**src/rtl/rgb_fifo_pkg.sv**
```systemverilog
// Shared types and sizing for the RGB FIFO write-side controller.
package rgb_fifo_pkg;
   localparam int FIFO_DEPTH = 64;
   localparam int PTR_W      = 6;
   localparam int LVL_W      = 7;

   typedef logic [2:0] rgb_t;

   typedef enum logic [1:0] {
      IDLE = 2'd0,
      GNT0 = 2'd1,
      GNT1 = 2'd2
   } arb_state_t;
endpackage

```
**src/rtl/rgb_fifo_write_arbiter_level.sv**
```systemverilog
// Occupancy tracker for the RGB FIFO: counts own writes against scan-out reads,
// flags almost-empty and latches a sticky underflow on reads from an empty FIFO.
module fifo_level_counter #(
   parameter int DEPTH  = 64,
   parameter int LOW_WM = 16,
   parameter int LW     = $clog2(DEPTH) + 1
) (
   input  logic          clock,
   input  logic          reset,
   input  logic          we,
   input  logic          rd,
   output logic [LW-1:0] level,
   output logic          almost_empty,
   output logic          underflow_err
);
   logic [LW-1:0] level_q, level_d;
   logic          underflow_q;
   logic          rd_eff;

   // a read of an empty FIFO does not count, it only raises the sticky flag
   assign rd_eff  = rd && (level_q != '0);
   assign level_d = level_q + LW'(we) - LW'(rd_eff);

   always_ff @(posedge clock or posedge reset) begin
      if (reset) begin
         level_q     <= '0;
         underflow_q <= 1'b0;
      end else begin
         level_q <= level_d;
         if (rd && (level_q == '0))
            underflow_q <= 1'b1;
      end
   end

   assign level         = level_q;
   assign almost_empty  = (level_q <= LW'(LOW_WM));
   assign underflow_err = underflow_q;
endmodule

```
**src/rtl/rgb_fifo_write_arbiter.sv**
```systemverilog
// Round-robin burst arbiter for the shared RGB FIFO write port.
// Define RGB_ARB_FIXED_PRIO_EN to make requester 0 always win IDLE ties.
module rgb_fifo_write_arbiter
   import rgb_fifo_pkg::*;
#(
   parameter int DATA_W = 3,
   parameter int DEPTH  = FIFO_DEPTH,
   parameter int BURST  = 8,
   parameter int LOW_WM = 16
) (
   input  logic                     clock,
   input  logic                     reset,
   input  logic                     req0,
   input  logic [DATA_W-1:0]        data0,
   output logic                     ack0,
   input  logic                     req1,
   input  logic [DATA_W-1:0]        data1,
   output logic                     ack1,
   input  logic                     fifo_rd,
   output logic                     fifo_we,
   output logic [DATA_W-1:0]        fifo_din,
   output logic [$clog2(DEPTH):0]   level,
   output logic                     almost_empty,
   output logic                     underflow_err
);
   localparam int LW = $clog2(DEPTH) + 1;
   localparam int CW = $clog2(BURST) + 1;

   arb_state_t    state_q;
   logic          last_gnt_q;
   logic [CW-1:0] burst_cnt_q;
   logic          space;
   logic          req_cur;
   logic          tie_pick1;

   // space is judged on the registered level only, so a full FIFO being read
   // this cycle still blocks the write until the level register drops
   assign space   = (level < LW'(DEPTH));
   assign req_cur = (state_q == GNT1) ? req1 : req0;

`ifdef RGB_ARB_FIXED_PRIO_EN
   assign tie_pick1 = 1'b0;
`else
   assign tie_pick1 = ~last_gnt_q;
`endif

   always_ff @(posedge clock or posedge reset) begin
      if (reset) begin
         state_q     <= IDLE;
         last_gnt_q  <= 1'b1;
         burst_cnt_q <= '0;
      end else begin
         case (state_q)
            IDLE: begin
               if (req0 && req1)
                  state_q <= tie_pick1 ? GNT1 : GNT0;
               else if (req0)
                  state_q <= GNT0;
               else if (req1)
                  state_q <= GNT1;
            end
            GNT0, GNT1: begin
               if (!req_cur) begin
                  state_q     <= IDLE;
                  last_gnt_q  <= (state_q == GNT1);
                  burst_cnt_q <= '0;
               end else if (space) begin
                  if (burst_cnt_q == CW'(BURST - 1)) begin
                     state_q     <= IDLE;
                     last_gnt_q  <= (state_q == GNT1);
                     burst_cnt_q <= '0;
                  end else begin
                     burst_cnt_q <= burst_cnt_q + 1'b1;
                  end
               end
            end
            default: state_q <= IDLE;
         endcase
      end
   end

   always_comb begin
      fifo_we  = 1'b0;
      ack0     = 1'b0;
      ack1     = 1'b0;
      fifo_din = '0;
      if (state_q == GNT0 && req0 && space) begin
         fifo_we  = 1'b1;
         ack0     = 1'b1;
         fifo_din = data0;
      end else if (state_q == GNT1 && req1 && space) begin
         fifo_we  = 1'b1;
         ack1     = 1'b1;
         fifo_din = data1;
      end
   end

   fifo_level_counter #(
      .DEPTH  (DEPTH),
      .LOW_WM (LOW_WM),
      .LW     (LW)
   ) u_level (
      .clock         (clock),
      .reset         (reset),
      .we            (fifo_we),
      .rd            (fifo_rd),
      .level         (level),
      .almost_empty  (almost_empty),
      .underflow_err (underflow_err)
   );
endmodule

```
**config.mk**
```make
export PLATFORM = sky130hd
export DESIGN_NAME = rgb_fifo_write_arbiter
export DESIGN_NICKNAME = d
export VERILOG_FILES = /design/src/rtl/rgb_fifo_pkg.sv /design/src/rtl/rgb_fifo_write_arbiter_level.sv /design/src/rtl/rgb_fifo_write_arbiter.sv
export SDC_FILE = /design/constraint.sdc
export NUM_CORES = 1
export LEC_CHECK = 0
export CORE_MARGIN = 4
export CORE_UTILIZATION = 40
export DETAILED_ROUTE_END_ITERATION = 6
export PLACE_DENSITY = 0.77
export SLEW_MARGIN = 20
export SYNTH_ARGS = -nofsm -noshare
export SYNTH_HDL_FRONTEND = slang
export SYNTH_SLANG_ARGS = --single-unit
```
**constraint.sdc**
```tcl
create_clock -name clock -period 4.4 [get_ports clock]
set_input_delay 0.88 -clock clock [delete_from_list [all_inputs] [get_ports clock]]
set_output_delay 0.88 -clock clock [all_outputs]
set_load 0.005 [all_outputs]
```
==> key figures <==
Finish
  • Register area: 377 sq um
  • Nets: 176
  • Share of cells above drive strength 1: 6.12%
  • Multi-input gate area: 723 sq um
  • Fillers: 259
  • Area growth from synthesis to layout: 26.0%
  • Antenna Cells: 0

Run status
  • Status: finished clean

Global routing
  • Largest net degree at the start of global routing: 16
  • Initial antenna violation count: 0
  • First-pass GRT wire length: 4.42 mm
  • Gr usage total: 13.7%
  • Total grt overflow: 0
  • Number of global-route vias before repair: 1024

Placement
  • Port bufs: 25
  • Post-DP HPWL: 2.21 mm
  • Gp weighted congestion: 0.886

Synthesis
  • Post-synthesis cell count: 119
  • Synth area leader: dfrtp_1
  • YS warnings: 0
  • Post-synthesis sequential area ratio: 32.2%
  • Avg Inst Size Synth: 9.84 sq um
  • Synth area leaders: dfrtp_1 (30%), ha_1 (17%), inv_1 (5.1%)
  • Syn nets: 147
  • Distinct cells, synth: 45
  • Seq cells post-synth: 15
  • Mapped cell area: 0.00117 sq mm
  • Share of the synthesized area in the top cell type: 29.9%

Clock tree
  • # clock sinks: 15
  • Cts repair resizes: 0
  • Max clock buf depth: 2
  • Hold Buf Count CTS: 0
  • CTS tree: done
  • Clock Pin Slew Worst Setup and Hold Paths: 80 ps
  • Worst skew pair latency: 270 ps
  • Num CTS Buffers: 3
  • H-tree depth: 1
  • # Post-CTS Setup Buffers: 0
  • CTS root buffer: clkbuf_4

Worst setup path
  • Critical Path RT: 3520 ps
  • Crit path kind: in -> out
  • CP max stage cell: clkdlybuf4s50_1
  • Max incr delay on CP: 590 ps
  • CP Launch Type: input pin
  • Crit path top cell by count: clkdlybuf4s50_1
  • Crit path max fanout: 6
  • Crit end category: output pin
  • Worst path cell trace: clkdlybuf4s50_1 > nand2_1 > nor3b_2 > a22o_1 > clkdlybuf4s50_1
  • WP data arrival: 2580 ps

Drt
  • DRT Wirelength: 2.64 mm
  • Wire per inst: 14.8 um
  • Metal3 WL: 104 um
  • Top routing layer in use: met4
  • M1 wire length: 1.07 mm
  • Metal2 WL: 1.44 mm
  • Routed vias: 990
  • DR vias/cell: 5.56
  • Drt pass-1 iters: 4
  • DRT iter0 DRCs: 33
  • Final ANT Viol Nets: 0
  • DRC errors left: 0

Floorplan
  • Initial Utilization: 42.1%
  • Die Wd: 62.1 um
  • Row count: 19
  • Num ports: 26
  • Core Footprint: 0.00278 sq mm
  • Die Ht: 62.1 um
  • DIE AREA: 0.00386 sq mm

Timing
  • Final setup TNS: 0 ps
  • Fin crit period: 3460 ps
  • RSZ-0062 raised after global routing: false
  • Final setup violation count: 0
  • Final Cycle Share: 78.6%
  • Slew @ Worst Pin: 576 ps
  • Fmax: 289 MHz
  • Final Max Slew Viols: 0
  • Clock Skews: 1.00 ps
  • Final hold vios: 0
  • Worst slew margin: 61.6%

Power and ir drop
  • Lkg Pwr: 0.661 nW
  • Max VDD drop: 484 uV
  • PD cells: 749 mW/mm^2
  • Tot Pwr: 1.11 mW

Worst hold path
  • HP Class: reg -> reg

Flow run
  • Max_cap viols: 0
through the flow:
| stage | cell area [sq um] | hold WS, ps | setup WS [ps] | utilization, % | cells |
|---|---|---|---|---|---|
| after floorplan | 1170 | 451 | 1810 | - | 119 |
| after global placement | 1450 | 439 | 1050 | 52.1 | 174 |
| after detailed placement | 1450 | 456 | 964 | 52.1 | 174 |
| after CTS | 1480 | 476 | 949 | 53.0 | 178 |
| after global routing | 1480 | 505 | 858 | 53.0 | 178 |
| final | 1480 | 469 | 943 | 53.0 | 178 |
cell families after synthesis:
family	count (synthesis)	synth area share (%)
buf+inv	17	6.09
fa+ha+maj	17	18.8
mux	3	3.10
flops	15	32.2
simple gates	33	17.3
xor+xnor	2	1.50
compound gates	32	21.0
worst max-delay path, delay by kind of cell:
kind / cells / cell delay [ps]
compound gates: 1 / 190
buf+inv: 2 / 1090
simple gates: 2 / 420
final timing paths:
kind | cells past startpoint | startpoint | slack (ps) | endpoint
max | 5 | req1 | 940 | fifo_din[1]
min | 1 | u_level.underflow_err | 470 | u_level.underflow_err
max reg2reg | 12 | u_level.level[5] | 1620 | u_level.level[6]
min reg2reg | 1 | u_level.underflow_err | 470 | u_level.underflow_err
max in group asynchronous | 2 | reset | 3070 | u_level.level[5]
min in group asynchronous | 2 | reset | 950 | u_level.underflow_err
power breakdown:
group	leakage, nW	total [mW]	switching, mW	internal, mW
Combinational	0.462	0.751	0.373	0.379
Sequential	0.184	0.278	0.0690	0.209
Clock	0.0150	0.0764	0.0413	0.0351
Total	0.661	1.11	0.483	0.623
metal layers:
metal	up-vias	GRT usage [%]
met3	4	2.88
met5	-	0
met1	473	15.3
li1	494	-
met4	0	3.25
met2	19	25.8
flip-flops by register name, summed over array words and instances, names as in the netlist:
name,flops
burst_cnt_q,4
state_q,2
last_gnt_q,1
u_level.underflow_err,1
u_level.level,7
cell usage in the layout (no fill, tap or decap), types with 2 or more instances in the layout:
cell	instances
dfrtp_1	14
nor2_1	5
a21oi_1	4
nand2b_1	5
nor3_1	3
clkdlybuf4s50_1	25
o21ai_1	2
o21bai_1	2
a22o_1	6
ha_1	16
xnor2_1	2
inv_1	16
clkbuf_4	3
a311oi_1	2
nand2_1	6
o211ai_1	3
nor2b_1	3
cells in the mapped netlist:
cell type  number
o32ai_1         1
o311a_1         1
o21bai_1        2
a21oi_1         4
a22o_1          6
o2111a_1        1
and4bb_2        1
nand2_1         6
nand3b_1        1
mux2i_2         1
or3b_2          1
a311oi_1        2
mux2_2          1
a211oi_1        1
buf_6           1
nor2b_1         3
dfrtp_1        14
nand2b_1        5
and4bb_1        1
xnor2_1         2
o22ai_1         1
nor2_1          5
dfstp_2         1
inv_1          16
a211o_1         1
ha_1           16
a31oi_1         1
o2bb2ai_1       1
nor3_1          3
a21boi_0        1
nor4_1          1
nor3b_2         1
fa_1            1
o32a_1          1
o211ai_1        3
o31ai_1         1
or4_1           1
nor4b_1         1
o21ai_1         2
or2_1           1
a21o_1          1
nand3_1         1
nand4b_1        1
mux2_1          1
a2bb2oi_1       1
area by class of cell:
| type | instances | share of cell area [%] |
|---|---|---|
| flip-flops and latches | 15 | 25.5 |
| well taps | 31 | 2.63 |
| clock buffers | 4 | 1.78 |
| repair buffers | 25 | 17.0 |
| inverters | 16 | 4.07 |
| multi-input cells | 87 | 49.0 |
Power figures use the tool's default switching activity.
==> edit: new RTL, same settings <==
Change the parameter `DATA_W` from 3 to 5.
--- a/src/rtl/rgb_fifo_write_arbiter.sv
+++ b/src/rtl/rgb_fifo_write_arbiter.sv
@@ -3,7 +3,7 @@
 module rgb_fifo_write_arbiter
    import rgb_fifo_pkg::*;
 #(
-   parameter int DATA_W = 3,
+   parameter int DATA_W = 5,
    parameter int DEPTH  = FIFO_DEPTH,
    parameter int BURST  = 8,
    parameter int LOW_WM = 16
Interface: changed (resized data0, data1 and fifo_din); port bits go from 26 to 32. No check against the original RTL was run, so the function may have changed too.
==> edit against the original RTL <==
  * Critical path depth unchanged
  * Power increased by 1.4%
  * Sequential cell count unchanged
  * Combinational power increased by 2%
  * Die area increased by 1.3%
  * Worst setup slack got worse by 0.058 ns
  * Non-clock buffer count increased by 6
  * Final area increased by 5.3%
  * Critical path type unchanged
  * Routed wire length increased by 7.4%
  * Synthesized area increased by 1.5%
  * Register-to-register slack got worse by 0.07 ns
==> edit: results (changes against the original RTL) <==
grt:
  grt_pass1_wl_mm: 4.719  # +6.7%
  track_usage_pct: 14.71  # +1.1 points
cells_and_area:
  final_nets: 188  # +6.8%
  fillers: 256  # -1.2%
placement:
  gp_congestion: 0.8760  # -1.1%
  hpwl_mm: 2.310  # +4.7%
  dpl_cell_area_um2: 1526  # +5.4%
  portBuffers: 31  # +24%
yosys:
  synth_commonest_cells: "16 x ha_1, 16 x inv_1, 14 x dfrtp_1, 8 x a22o_1, 6 x nand2_1"
  yosys-top-cells-area: "dfrtp_1 29%, ha_1 17%, a22o_1 5.9%"
  synthAdderAreaFrac_pct: 18.53  # -0.28 points
  synth_compound_area_share_pct: 22.21  # +1.2 points
  seq_area_frac_synth_pct: 31.68  # -0.47 points
  muxShareOfSynthArea_pct: 3.053  # -0.046 points
  synth-xor-area-share_pct: 1.474  # -0.022 points
  synth_fp_nets: 153  # +4.1%
power_and_ir_drop:
  power.leakage_nw: 0.6898  # +4.4%
  ir_drop_v: 0.0004851  # +0.21%
setup_path:
  r2r_slack_ns: 1.55  # -0.07 ns
  crit_path_start: "req0"
  worst_ep_arrival_time_ns: 2.63  # +0.05 ns
drt:
  drt_iter0_markers: 29  # -12%
  wire_per_inst_um: 15.26  # +2.8%
  vias: 1011  # +2.1%
sta:
  fin_skew_ns: 0.001112  # +0.0001077 ns
  worst_pin_slew_ns: 0.5717  # -0.003994 ns
outcome:
  outcome: "completed"
worst_hold_path:
  hold_depth: 1  # unchanged
-- edit: how the worst max path moves through the flow --
stage | slack (ns) | cells past startpoint | end
floorplan | 1.81 | 8 | u_level.level[6]
global placement | 0.97 | 5 | fifo_din[1]
detailed placement | 0.88 | 5 | fifo_din[0]
CTS | 0.88 | 5 | fifo_din[0]
global route | 0.78 | 5 | fifo_din[0]
finish | 0.89 | 5 | fifo_din[0]
-- edit: stage by stage --
step           setup slack, ns  hold WS, ns  total power [mW]  cells
4_1_cts                 0.8795       0.4783             1.125    186
2_1_floorplan            1.809       0.4510            0.7970    121
5_1_grt                 0.7785       0.5033             1.225    186
3_3_place_gp            0.9742       0.4405             1.006    182
6_report                0.8852       0.4654             1.121    186
3_5_place_dp            0.8791       0.4578             1.042    182
-- edit: area by class of cell --
type / instances / area share (%)
tap: 31 / 2.498
clock buffer: 4 / 1.692
multi-input combinational: 89 / 47.70
inverter: 16 / 3.868
sequential: 15 / 24.25
timing repair buffer: 31 / 19.98
-- edit: kinds of logic after synthesis --
family          after synthesis
fa+ha+maj                    17
compound gates               34
mux                           3
simple gates                 33
buf+inv                      17
flops                        15
xor+xnor                      2
-- edit: per-layer routing --
layer | track usage (%) | part of all wire, % | vias up
met1 | 15.98 | 44 | 482
met2 | 28.89 | 53 | 14
met3 | 2.518 | 2.4 | 2
met4 | 3.857 | 0.60 | 0
met5 | 0 | 0 | -
li1 | - | - | 513
-- edit: power by group --
group	internal, mW	switching [mW]
combinational	0.389	0.376
clock	0.0352	0.0434
sequential	0.209	0.0680
-- edit: worst max-delay path: stages --
cell and delay, ns:
clkdlybuf4s50_1 0.59, nand2_1 0.12, nor2_1 0.33, a22o_1 0.21
clkdlybuf4s50_1 0.51
